$ cat src/rtl/ram_rd_pkg.sv
// rtl/ram_rd_pkg.sv - shared state type and sizing constants for the RAM burst reader
package ram_rd_pkg;
   localparam int RAM_DEPTH = 1024;
   localparam int LEN_W     = 11;

   typedef enum logic [1:0] {
      IDLE  = 2'd0,
      ISSUE = 2'd1,
      DRAIN = 2'd2
   } rd_state_e;
endpackage

$ cat src/rtl/rd_stream_fifo.sv
// rtl/rd_stream_fifo.sv - small synchronous FIFO whose head entry is held in a dedicated output register
module rd_stream_fifo
   import ram_rd_pkg::*;
#(
   parameter int DEPTH = 4,
   parameter int WIDTH = 8
) (
   input  logic                       clk,
   input  logic                       rst,
   input  logic                       push,
   input  logic                       pop,
   input  logic [WIDTH-1:0]           din,
   output logic [WIDTH-1:0]           dout,
   output logic [$clog2(DEPTH):0]     count,
   output logic                       empty
);
   localparam int PW = $clog2(DEPTH);
   localparam int CW = PW + 1;

   logic [WIDTH-1:0] mem_q [DEPTH];
   logic [WIDTH-1:0] mem_d [DEPTH];
   logic [PW-1:0]    wr_ptr_q, wr_ptr_d;
   logic [PW-1:0]    rd_ptr_q, rd_ptr_d;
   logic [CW-1:0]    count_q, count_d;
   logic [WIDTH-1:0] dout_q, dout_d;

   always_comb begin
      mem_d    = mem_q;
      wr_ptr_d = wr_ptr_q;
      rd_ptr_d = rd_ptr_q;
      count_d  = count_q + CW'(push) - CW'(pop);
      dout_d   = dout_q;
      if (push) begin
         mem_d[wr_ptr_q] = din;
         wr_ptr_d        = wr_ptr_q + 1'b1;
      end
      if (pop) begin
         rd_ptr_d = rd_ptr_q + 1'b1;
      end
      // The head register follows the new read pointer; a write landing on an empty slot bypasses memory.
      if (push && ((count_q - CW'(pop)) == '0)) begin
         dout_d = din;
      end else if (count_d != '0) begin
         dout_d = mem_q[rd_ptr_d];
      end
   end

   always_ff @(posedge clk or posedge rst) begin
      if (rst) begin
         for (int i = 0; i < DEPTH; i++) begin
            mem_q[i] <= '0;
         end
         wr_ptr_q <= '0;
         rd_ptr_q <= '0;
         count_q  <= '0;
         dout_q   <= '0;
      end else begin
         mem_q    <= mem_d;
         wr_ptr_q <= wr_ptr_d;
         rd_ptr_q <= rd_ptr_d;
         count_q  <= count_d;
         dout_q   <= dout_d;
      end
   end

   assign dout  = dout_q;
   assign count = count_q;
   assign empty = (count_q == '0);
endmodule

$ cat src/rtl/ram_1024x8_burst_reader.sv
// rtl/ram_1024x8_burst_reader.sv - burst read master turning RAM reads into a backpressured byte stream
module ram_1024x8_burst_reader
   import ram_rd_pkg::*;
#(
   parameter int addr_int   = 10,
   parameter int data_width = 8,
   parameter int rd_lat     = 1,
   parameter int fifo_depth = 4
) (
   input  logic                  Clk,
   input  logic                  Rst,
   input  logic                  Start,
   input  logic [addr_int-1:0]   StartAddr,
   input  logic [LEN_W-1:0]      Len,
   output logic                  Busy,
   output logic                  Done,
   output logic [addr_int-1:0]   RA,
   output logic                  RClk_En,
   input  logic [data_width-1:0] RD,
   output logic [data_width-1:0] OutData,
   output logic                  OutValid,
   input  logic                  OutReady
);
   localparam int CW = $clog2(fifo_depth) + 1;

   rd_state_e           state_q, state_d;
   logic [addr_int-1:0] ra_q, ra_d;
   logic [LEN_W-1:0]    rem_q, rem_d;
   logic [CW-1:0]       in_flight_q, in_flight_d;
   logic [rd_lat-1:0]   pipe_q, pipe_d;
   logic                done_q, done_d;
   logic [CW-1:0]       fifo_count;
   logic                fifo_empty;
   logic                push, pop, issue;
   logic [CW:0]         occupancy;

   assign push = pipe_q[rd_lat-1];
   assign pop  = ~fifo_empty & OutReady;
   // Reads still in the RAM pipe plus buffered bytes, net of the byte leaving this cycle.
   assign occupancy = (CW+1)'(in_flight_q) + (CW+1)'(fifo_count) - (CW+1)'(pop);
   assign issue     = (state_q == ISSUE) && (rem_q != '0) && (occupancy < (CW+1)'(fifo_depth));

   always_comb begin
      state_d     = state_q;
      ra_d        = ra_q;
      rem_d       = rem_q;
      done_d      = 1'b0;
      in_flight_d = in_flight_q + CW'(issue) - CW'(push);
      pipe_d      = (pipe_q << 1) | rd_lat'(issue);
      case (state_q)
         IDLE: begin
            if (Start) begin
               if (Len != '0) begin
                  state_d = ISSUE;
                  ra_d    = StartAddr;
                  rem_d   = Len;
               end else begin
                  done_d = 1'b1;
               end
            end
         end
         ISSUE: begin
            if (issue) begin
               ra_d  = ra_q + 1'b1;
               rem_d = rem_q - 1'b1;
               if (rem_q == LEN_W'(1)) begin
                  state_d = DRAIN;
               end
            end
         end
         DRAIN: begin
            if (occupancy == '0) begin
               done_d  = 1'b1;
               state_d = IDLE;
            end
         end
         default: state_d = IDLE;
      endcase
   end

   always_ff @(posedge Clk or posedge Rst) begin
      if (Rst) begin
         state_q     <= IDLE;
         ra_q        <= '0;
         rem_q       <= '0;
         in_flight_q <= '0;
         pipe_q      <= '0;
         done_q      <= 1'b0;
      end else begin
         state_q     <= state_d;
         ra_q        <= ra_d;
         rem_q       <= rem_d;
         in_flight_q <= in_flight_d;
         pipe_q      <= pipe_d;
         done_q      <= done_d;
      end
   end

   rd_stream_fifo #(
      .DEPTH (fifo_depth),
      .WIDTH (data_width)
   ) u_fifo (
      .clk   (Clk),
      .rst   (Rst),
      .push  (push),
      .pop   (pop),
      .din   (RD),
      .dout  (OutData),
      .count (fifo_count),
      .empty (fifo_empty)
   );

   assign Busy     = (state_q != IDLE);
   assign Done     = done_q;
   assign RA       = ra_q;
   assign RClk_En  = issue;
   assign OutValid = ~fifo_empty;
endmodule

$ cat config.mk
export PLATFORM = sky130hd
export DESIGN_NAME = ram_1024x8_burst_reader
export DESIGN_NICKNAME = d
export VERILOG_FILES = /design/src/rtl/ram_rd_pkg.sv /design/src/rtl/rd_stream_fifo.sv /design/src/rtl/ram_1024x8_burst_reader.sv
export SDC_FILE = /design/constraint.sdc
export NUM_CORES = 1
export LEC_CHECK = 0
export CAP_MARGIN = 20
export CORE_MARGIN = 3
export CORE_UTILIZATION = 30
export CTS_CLUSTER_SIZE = 12
export DETAILED_ROUTE_END_ITERATION = 12
export SLEW_MARGIN = 30
export SYNTH_ARGS = -nofsm -noshare
export SYNTH_HDL_FRONTEND = slang
export SYNTH_HIERARCHICAL = 1
export SYNTH_SLANG_ARGS = --single-unit
export TNS_END_PERCENT = 5
$ cat constraint.sdc
create_clock -name Clk -period 7 [get_ports Clk]
set_input_delay 2.1 -clock Clk [delete_from_list [all_inputs] [get_ports Clk]]
set_output_delay 2.1 -clock Clk [all_outputs]
set_load 0.05 [all_outputs]
==> flow_summary_export.csv, run 1 <==
group,metric,value,unit
placement,routabilityCongestion,0.8295,
finish,final_nets,518,
timing,timing.final.setup_violations,0,
route,route.detailed.vias_per_inst,5.226,
worst_setup_path,slowest_delay,0.42,ns
finish,fin_area,5220,um^2
synthesis,syn-instance-count,408,
synthesis,synth_cell_types,55,
worst_setup_path,timing.critical_path.cells,"clkdlybuf4s50_1 -> nor2b_1 -> ha_1 -> inv_1 -> ha_1 -> fa_1 -> xor2_1 -> nor2_1 -> a31oi_2 -> or3_1 -> inv_1 -> buf_12",
synthesis,netlist_area,4200,um^2
finish,drive_above_1_share,14.07,%
synthesis,synth.ff_latch_count,75,
placement,total_placed_instance_area,4935,um^2
cts,cts_root_buffer,"clkbuf_16",
outcome,status,"complete, no violations",
die,initial_core_util,31.22,%
route,total_iterations_of_the_first_detailed_routing_run,5,
route,drtIter0Drc,214,
cts,post_cts_resized,0,
cts,max-clock-path-buffers,2,
global_route,initial_antenna_violation_count,0,
synthesis,mappedNetlistNets,462,
route,ant_nets,0,
worst_setup_path,setup.worst_path.class,"input port to primary output",
cts,post_cts.repair.setup_buffers,0,
synthesis,syn-mean-instance-area,10.29,um^2
global_route,global_route_usage_over_all_layers,13.85,%
global_route,grt_pass1_vias,3411,
worst_setup_path,worstSetupStartpointType,"input port",
timing,timing.max_slew.rel_slack,34.87,%
die,die_height,124.3,um
synthesis,synth_top_area_share,44.68,%
worst_setup_path,cp.required,4.90,ns
die,io_pins,55,
timing,fin_tns_setup,0,ns
route,route.detailed.drc,0,
cts,clock_sink_count,75,
die,rows,42,
cts,cts_tree,"done",
worst_setup_path,cp_top_family,"adder cells",
cts,number_of_buffers_inserted_for_hold_repair_after_clock_tree_synthesis,0,
worst_setup_path,crit_slowest_cell,"clkdlybuf4s50_1",
cts,worst_skew_pair.late_latency,0.34,ns
synthesis,cell_types_occupying_the_most_area_after_synthesis,"dfrtp_1 45%, mux2_2 8.6%, ha_1 5.4%",
synthesis,synth.largest_area_cell,"dfrtp_1",
timing,timing.final.hold_violations,0,
synthesis,async_flop_share,100.0,%
worst_setup_path,maximum_fanout_along_the_worst_path,2,
worst_setup_path,timing.critical_path.from,"OutReady",
synthesis,count_of_flip_flops_with_a_built_in_enable_after_synthesis,0,
route,wire_per_inst,16.29,um
timing,fraction_of_the_cycle_the_final_worst_path_needs,97.18,%
timing,setup_repair_after_global_routing_missed_its_margin,"no",
worst_setup_path,cp-end-kind,"primary output",
die,dieArea,15460,um^2
cts,numCtsBuffers,9,
finish,insertedDiodeCount,0,
timing,final_max_slew_viol_count,0,
timing,timing.fmax,0.1470,GHz
global_route,grt_pass1_wl,17.47,mm
synthesis,yosysWarnings,6,
worst_setup_path,worst_r2r_startpoint,"u_fifo/count[2]",
finish,synthToLayoutAreaGrowth,24.28,%
die,core-area,13450,um^2
timing,finClkSkew,0.01017,ns
cts,clkSlewWorstSetupHoldPaths,0.05,ns
placement,place.port_buffers,54,
placement,dpl.hpwl,7.394,mm
worst_setup_path,cp_num_buf_inv,4,
global_route,grt_remaining_overflow,0,
timing,final.min_clock_period,6.803,ns
global_route,maximum_number_of_pins_on_one_net_before_global_route_repair,48,
hold_path,hold_start,"rem_q[6]",
hold_path,timing.hold.worst.class,"register to register",
cts,ctsHtreeMaxLevel,3,
synthesis,synth.yosys.seq_area_share,44.68,%
route,num_vias,3371,
die,die_x,124.3,um
worst_setup_path,worst-endpoint-arrival,4.70,ns
synthesis,ys.flop_type,"dfrtp_1",
job,drv.max_cap_violation_count,0,
timing,worst-slew-pin-transition,0.9499,ns
route,drt_wl_total,10.50,mm
[flip-flops by register name (all words and copies together) (netlist names)]
name             count
RA                  10
Done                 1
u_fifo/wr_ptr_q      2
u_fifo/count         3
u_fifo/mem_q        32
state_q              2
rem_q               11
u_fifo/rd_ptr_q      2
in_flight_q          3
pipe_q               1
u_fifo/dout          8
[worst reg2reg max path, cell delays in order, from the launching register on]
cell,delay (ns)
dfrtp_1,0.44
nor3_1,0.26
nor2b_1,0.10
ha_1,0.28
inv_1,0.04
ha_1,0.20
fa_1,0.38
xor2_1,0.18
nor2_1,0.13
a31oi_2,0.12
buf_4,0.18
o31ai_4,0.67
nand2_1,0.38
a211o_1,0.37
[cell usage after synthesis, types with 9 or more instances]
| cell type | number |
|---|---|
| mux2i_1 | 10 |
| a21oi_1 | 29 |
| o22ai_1 | 12 |
| ha_1 | 18 |
| mux2_2 | 32 |
| o21ai_0 | 18 |
| inv_1 | 33 |
| nand2_1 | 31 |
| nand3_1 | 12 |
| nor2_1 | 21 |
| dfrtp_1 | 75 |
| o2bb2ai_1 | 9 |
[worst paths after layout]
check                                      to  depth (start not counted)  slack (ns)
setup / recovery                      RClk_En                         12        0.20
min in group asynchronous            rem_q[3]                          3        2.18
max in group asynchronous  u_fifo/wr_ptr_q[1]                          2        4.27
hold reg to reg                      rem_q[6]                          1        0.49
setup reg to reg                    rem_q[10]                         13        3.15
hold / removal                       rem_q[6]                          1        0.49
[final cells by class]
cell class	count	area, um^2
clock buffers	9	225.2
clock inverters	7	58.81
fillers	1335	8233
inverters	33	125.1
multi-input cells	285	2118
flip-flops and latches	75	1877
well taps	176	220.2
repair buffers	60	595.6
[routing by layer]
metal  vias up  routed length, um  global-route usage, %
met3        14                467                  2.659
li1       1602                  -                      -
met5         -                  0                      0
met2       111               4888                  21.22
met4         0                219                  6.125
met1      1644               4929                  19.05
[placed cells by master (no fill, tap or decap), types with 9 or more instances in the layout]
cell type / instances
clkbuf_16: 9
mux2_2: 32
nor2_1: 20
dfrtp_1: 75
clkdlybuf4s50_1: 53
o2bb2ai_1: 9
ha_1: 18
o21ai_0: 18
mux2i_1: 10
a21oi_1: 29
inv_1: 32
o22ai_1: 12
nand2_1: 31
nand3_1: 12
[through the flow]
step	setup WS (ns)	hold WS [ns]	util, %	instances
4_1_cts	0.1675	0.5000	38.79	645
6_report	0.1975	0.4885	38.80	645
5_1_grt	0.0004707	0.5180	38.80	645
2_1_floorplan	0.3827	0.4481	-	408
3_5_place_dp	0.1866	0.4815	36.68	629
3_3_place_gp	0.2225	0.4743	36.66	629
[cell families after synthesis]
family | share of synthesized area (%)
adder cells (fa/ha/maj) | 6.792
multiplexers | 10.96
AND/OR/NAND/NOR | 12.21
buffers and inverters | 4.945
flip-flops | 44.68
AO/OA/AOI/OAI | 18.20
XOR/XNOR | 2.205
Power of run 1 is not shown: default switching activity piles up to over one toggle a cycle in this logic, so the estimate is an artifact.
==> run 2: changes to the inputs <==
clock period = 8.8 ns   (was 7 ns; I/O delays follow)
==> run 2 against run 1 <==
  * Routed wire length grew 0.86%
  * Register-to-register slack gained 1.7 ns
  * Global-route usage is essentially flat
  * Sequential share of layout area shrank 0.086 points
  * Count of clock-buffer cells in the layout grew 1
  * Non-clock buffer count shrank 2
  * First-iteration DRC count shrank 1.4%
  * Die area is the same
==> flow_summary_export.csv, run 2 (synthesis gave the netlist of run 1 again) <==
group,metric,value,unit
outcome,status,"complete, no violations",
global_route,maximum_number_of_pins_on_one_net_before_global_route_repair,48,
die,die_x,124.3,um
cts,cts_root_buffer,"clkbuf_16",
timing,worst-slew-pin-transition,1.019,ns
route,route.detailed.drc,0,
worst_setup_path,crit_end,"RClk_En",
timing,finClkSkew,0.01064,ns
worst_setup_path,worst_r2r_path_depth,13,
timing,final.min_clock_period,8.247,ns
timing,timing.fmax,0.1213,GHz
global_route,met3_track_demand_over_resource_in_global_routing,2.830,%
placement,routabilityCongestion,0.8322,
worst_setup_path,maximum_fanout_along_the_worst_path,9,
worst_setup_path,worst-endpoint-arrival,5.61,ns
finish,most_frequent_standard_cell_in_the_layout_excluding_fill_and_tap_cells,"dfrtp_1",
timing,fin_tns_setup,0,ns
cts,max-clock-path-buffers,2,
timing,final_max_slew_viol_count,0,
global_route,grt_util_met1,19.06,%
worst_setup_path,worst_r2r_startpoint,"u_fifo/count[1]",
finish,largest_register_ffs,32,
finish,synthToLayoutAreaGrowth,24.58,%
worst_setup_path,cp.required,6.16,ns
finish,insertedDiodeCount,0,
die,io_pins,55,
die,core-area,13450,um^2
die,rows,42,
global_route,global_route_usage_over_all_layers,13.89,%
finish,registers.top_by_ff_count,"u_fifo/mem_q",
cts,clock_sink_count,75,
job,drv.max_cap_violation_count,0,
global_route,grt_pass1_vias,3408,
global_route,grt_pass1_wl,17.58,mm
finish,drive_above_1_share,13.92,%
cts,ctsHtreeMaxLevel,3,
route,drt_wl_total,10.59,mm
finish,final_nets,516,
finish,multi_input_area,2118,um^2
cts,worst_skew_pair.late_latency,0.34,ns
route,total_iterations_of_the_first_detailed_routing_run,4,
cts,clkSlewWorstSetupHoldPaths,0.06,ns
timing,timing.max_slew.rel_slack,31.59,%
worst_setup_path,timing.critical_path.cells,"clkdlybuf4s50_1 -> nor2b_1 -> ha_1 -> inv_1 -> ha_1 -> fa_1 -> xor2_1 -> a211oi_2 -> a31oi_2 -> or3_1 -> inv_1 -> buf_12",
route,ant_nets,0,
timing,setup_repair_after_global_routing_missed_its_margin,"no",
route,wire_per_inst,16.48,um
cts,numCtsBuffers,9,
finish,register_area,1877,um^2
timing,timing.final.hold_violations,0,
cts,number_of_buffers_inserted_for_hold_repair_after_clock_tree_synthesis,0,
timing,hold_slack,0.4875,ns
die,dieArea,15460,um^2
worst_setup_path,setup.worst_path.class,"input port to primary output",
global_route,top_usage_layer,"met2",
finish,mostFrequentLayoutCells,"75 x dfrtp_1, 53 x clkdlybuf4s50_1, 32 x mux2_2",
cts,post_cts_resized,0,
worst_setup_path,critical_path.reg2reg.endpoint,"rem_q[10]",
worst_setup_path,cp-end-kind,"primary output",
die,initial_core_util,31.22,%
hold_path,timing.hold.worst.class,"register to register",
die,die_height,124.3,um
global_route,grt_remaining_overflow,0,
route,drtIter0Drc,211,
global_route,met2_usage,21.41,%
route,route.detailed.vias_per_inst,5.257,
worst_setup_path,crit_slowest_cell,"or3_1",
worst_setup_path,slowest_delay,0.56,ns
cts,cts_tree,"done",
route,num_vias,3380,
global_route,initial_antenna_violation_count,0,
placement,dpl.hpwl,7.378,mm
timing,timing.final.setup_violations,0,
worst_setup_path,timing.critical_path.from,"OutReady",
worst_setup_path,worstSetupStartpointType,"input port",
placement,place.port_buffers,54,
worst_setup_path,rrSetupSlack,4.89,ns
cts,post_cts.repair.setup_buffers,0,
finish,fillers,1353,
timing,fraction_of_the_cycle_the_final_worst_path_needs,93.71,%
-- run 2: changes by cell type in the layout (fill, tap and decap cells not counted) --
cell / before / now
bufinv_16: 0 / 1
inv_2: 0 / 1
clkinv_4: 1 / 2
buf_4: 6 / 4
inv_8: 1 / 0
clkinv_2: 2 / 1
clkbuf_8: 0 / 1
inv_6: 3 / 2
inv_1: 32 / 31
-- run 2: routing by layer --
layer / wire length (um) / vias up
met2: 4972 / 86
met1: 4975 / 1673
met5: 0 / -
met4: 216 / 0
li1: - / 1603
met3: 429 / 18
-- run 2: layout make-up --
class / instances / share of cell area (%)
Tap cell: 176 / 4.209
Clock inverter: 6 / 1.387
Inverter: 33 / 2.391
Multi-Input combinational cell: 285 / 40.48
Clock buffer: 10 / 4.567
Sequential cell: 75 / 35.87
Timing Repair Buffer: 58 / 11.10
-- run 2: per-stage QoR --
step	util, %	worst slack, ns	cells	cell area (um^2)
3_3_place_gp	36.55	0.6057	627	4917
3_5_place_dp	36.57	0.5654	627	4920
4_1_cts	38.89	0.5487	643	5231
2_1_floorplan	-	1.103	408	4200
6_report	38.90	0.5534	643	5233
5_1_grt	38.90	0.3527	643	5233
-- run 2: worst min-delay path by stage --
stage	slack, ns	end	startpoint	cells after the start
finish	0.49	u_fifo/dout[0]	u_fifo/dout[0]	1
global route	0.50	u_fifo/dout[4]	u_fifo/dout[4]	1
CTS	0.50	u_fifo/dout[0]	u_fifo/dout[0]	1
detailed placement	0.48	u_fifo/dout[0]	u_fifo/dout[0]	1
global placement	0.47	rem_q[6]	rem_q[6]	1
floorplan	0.45	rem_q[6]	rem_q[6]	1
-- run 2: critical path: cells and delay by family --
kind	cells	cell delay (ns)
buffers and inverters	4	0.84
adders and majority gates	3	0.77
xor gates and xnor gates	1	0.17
and+or+nand+nor	2	0.94
AOI/OAI and AO/OA	2	0.23
Power of run 2 is left out for the same reason.
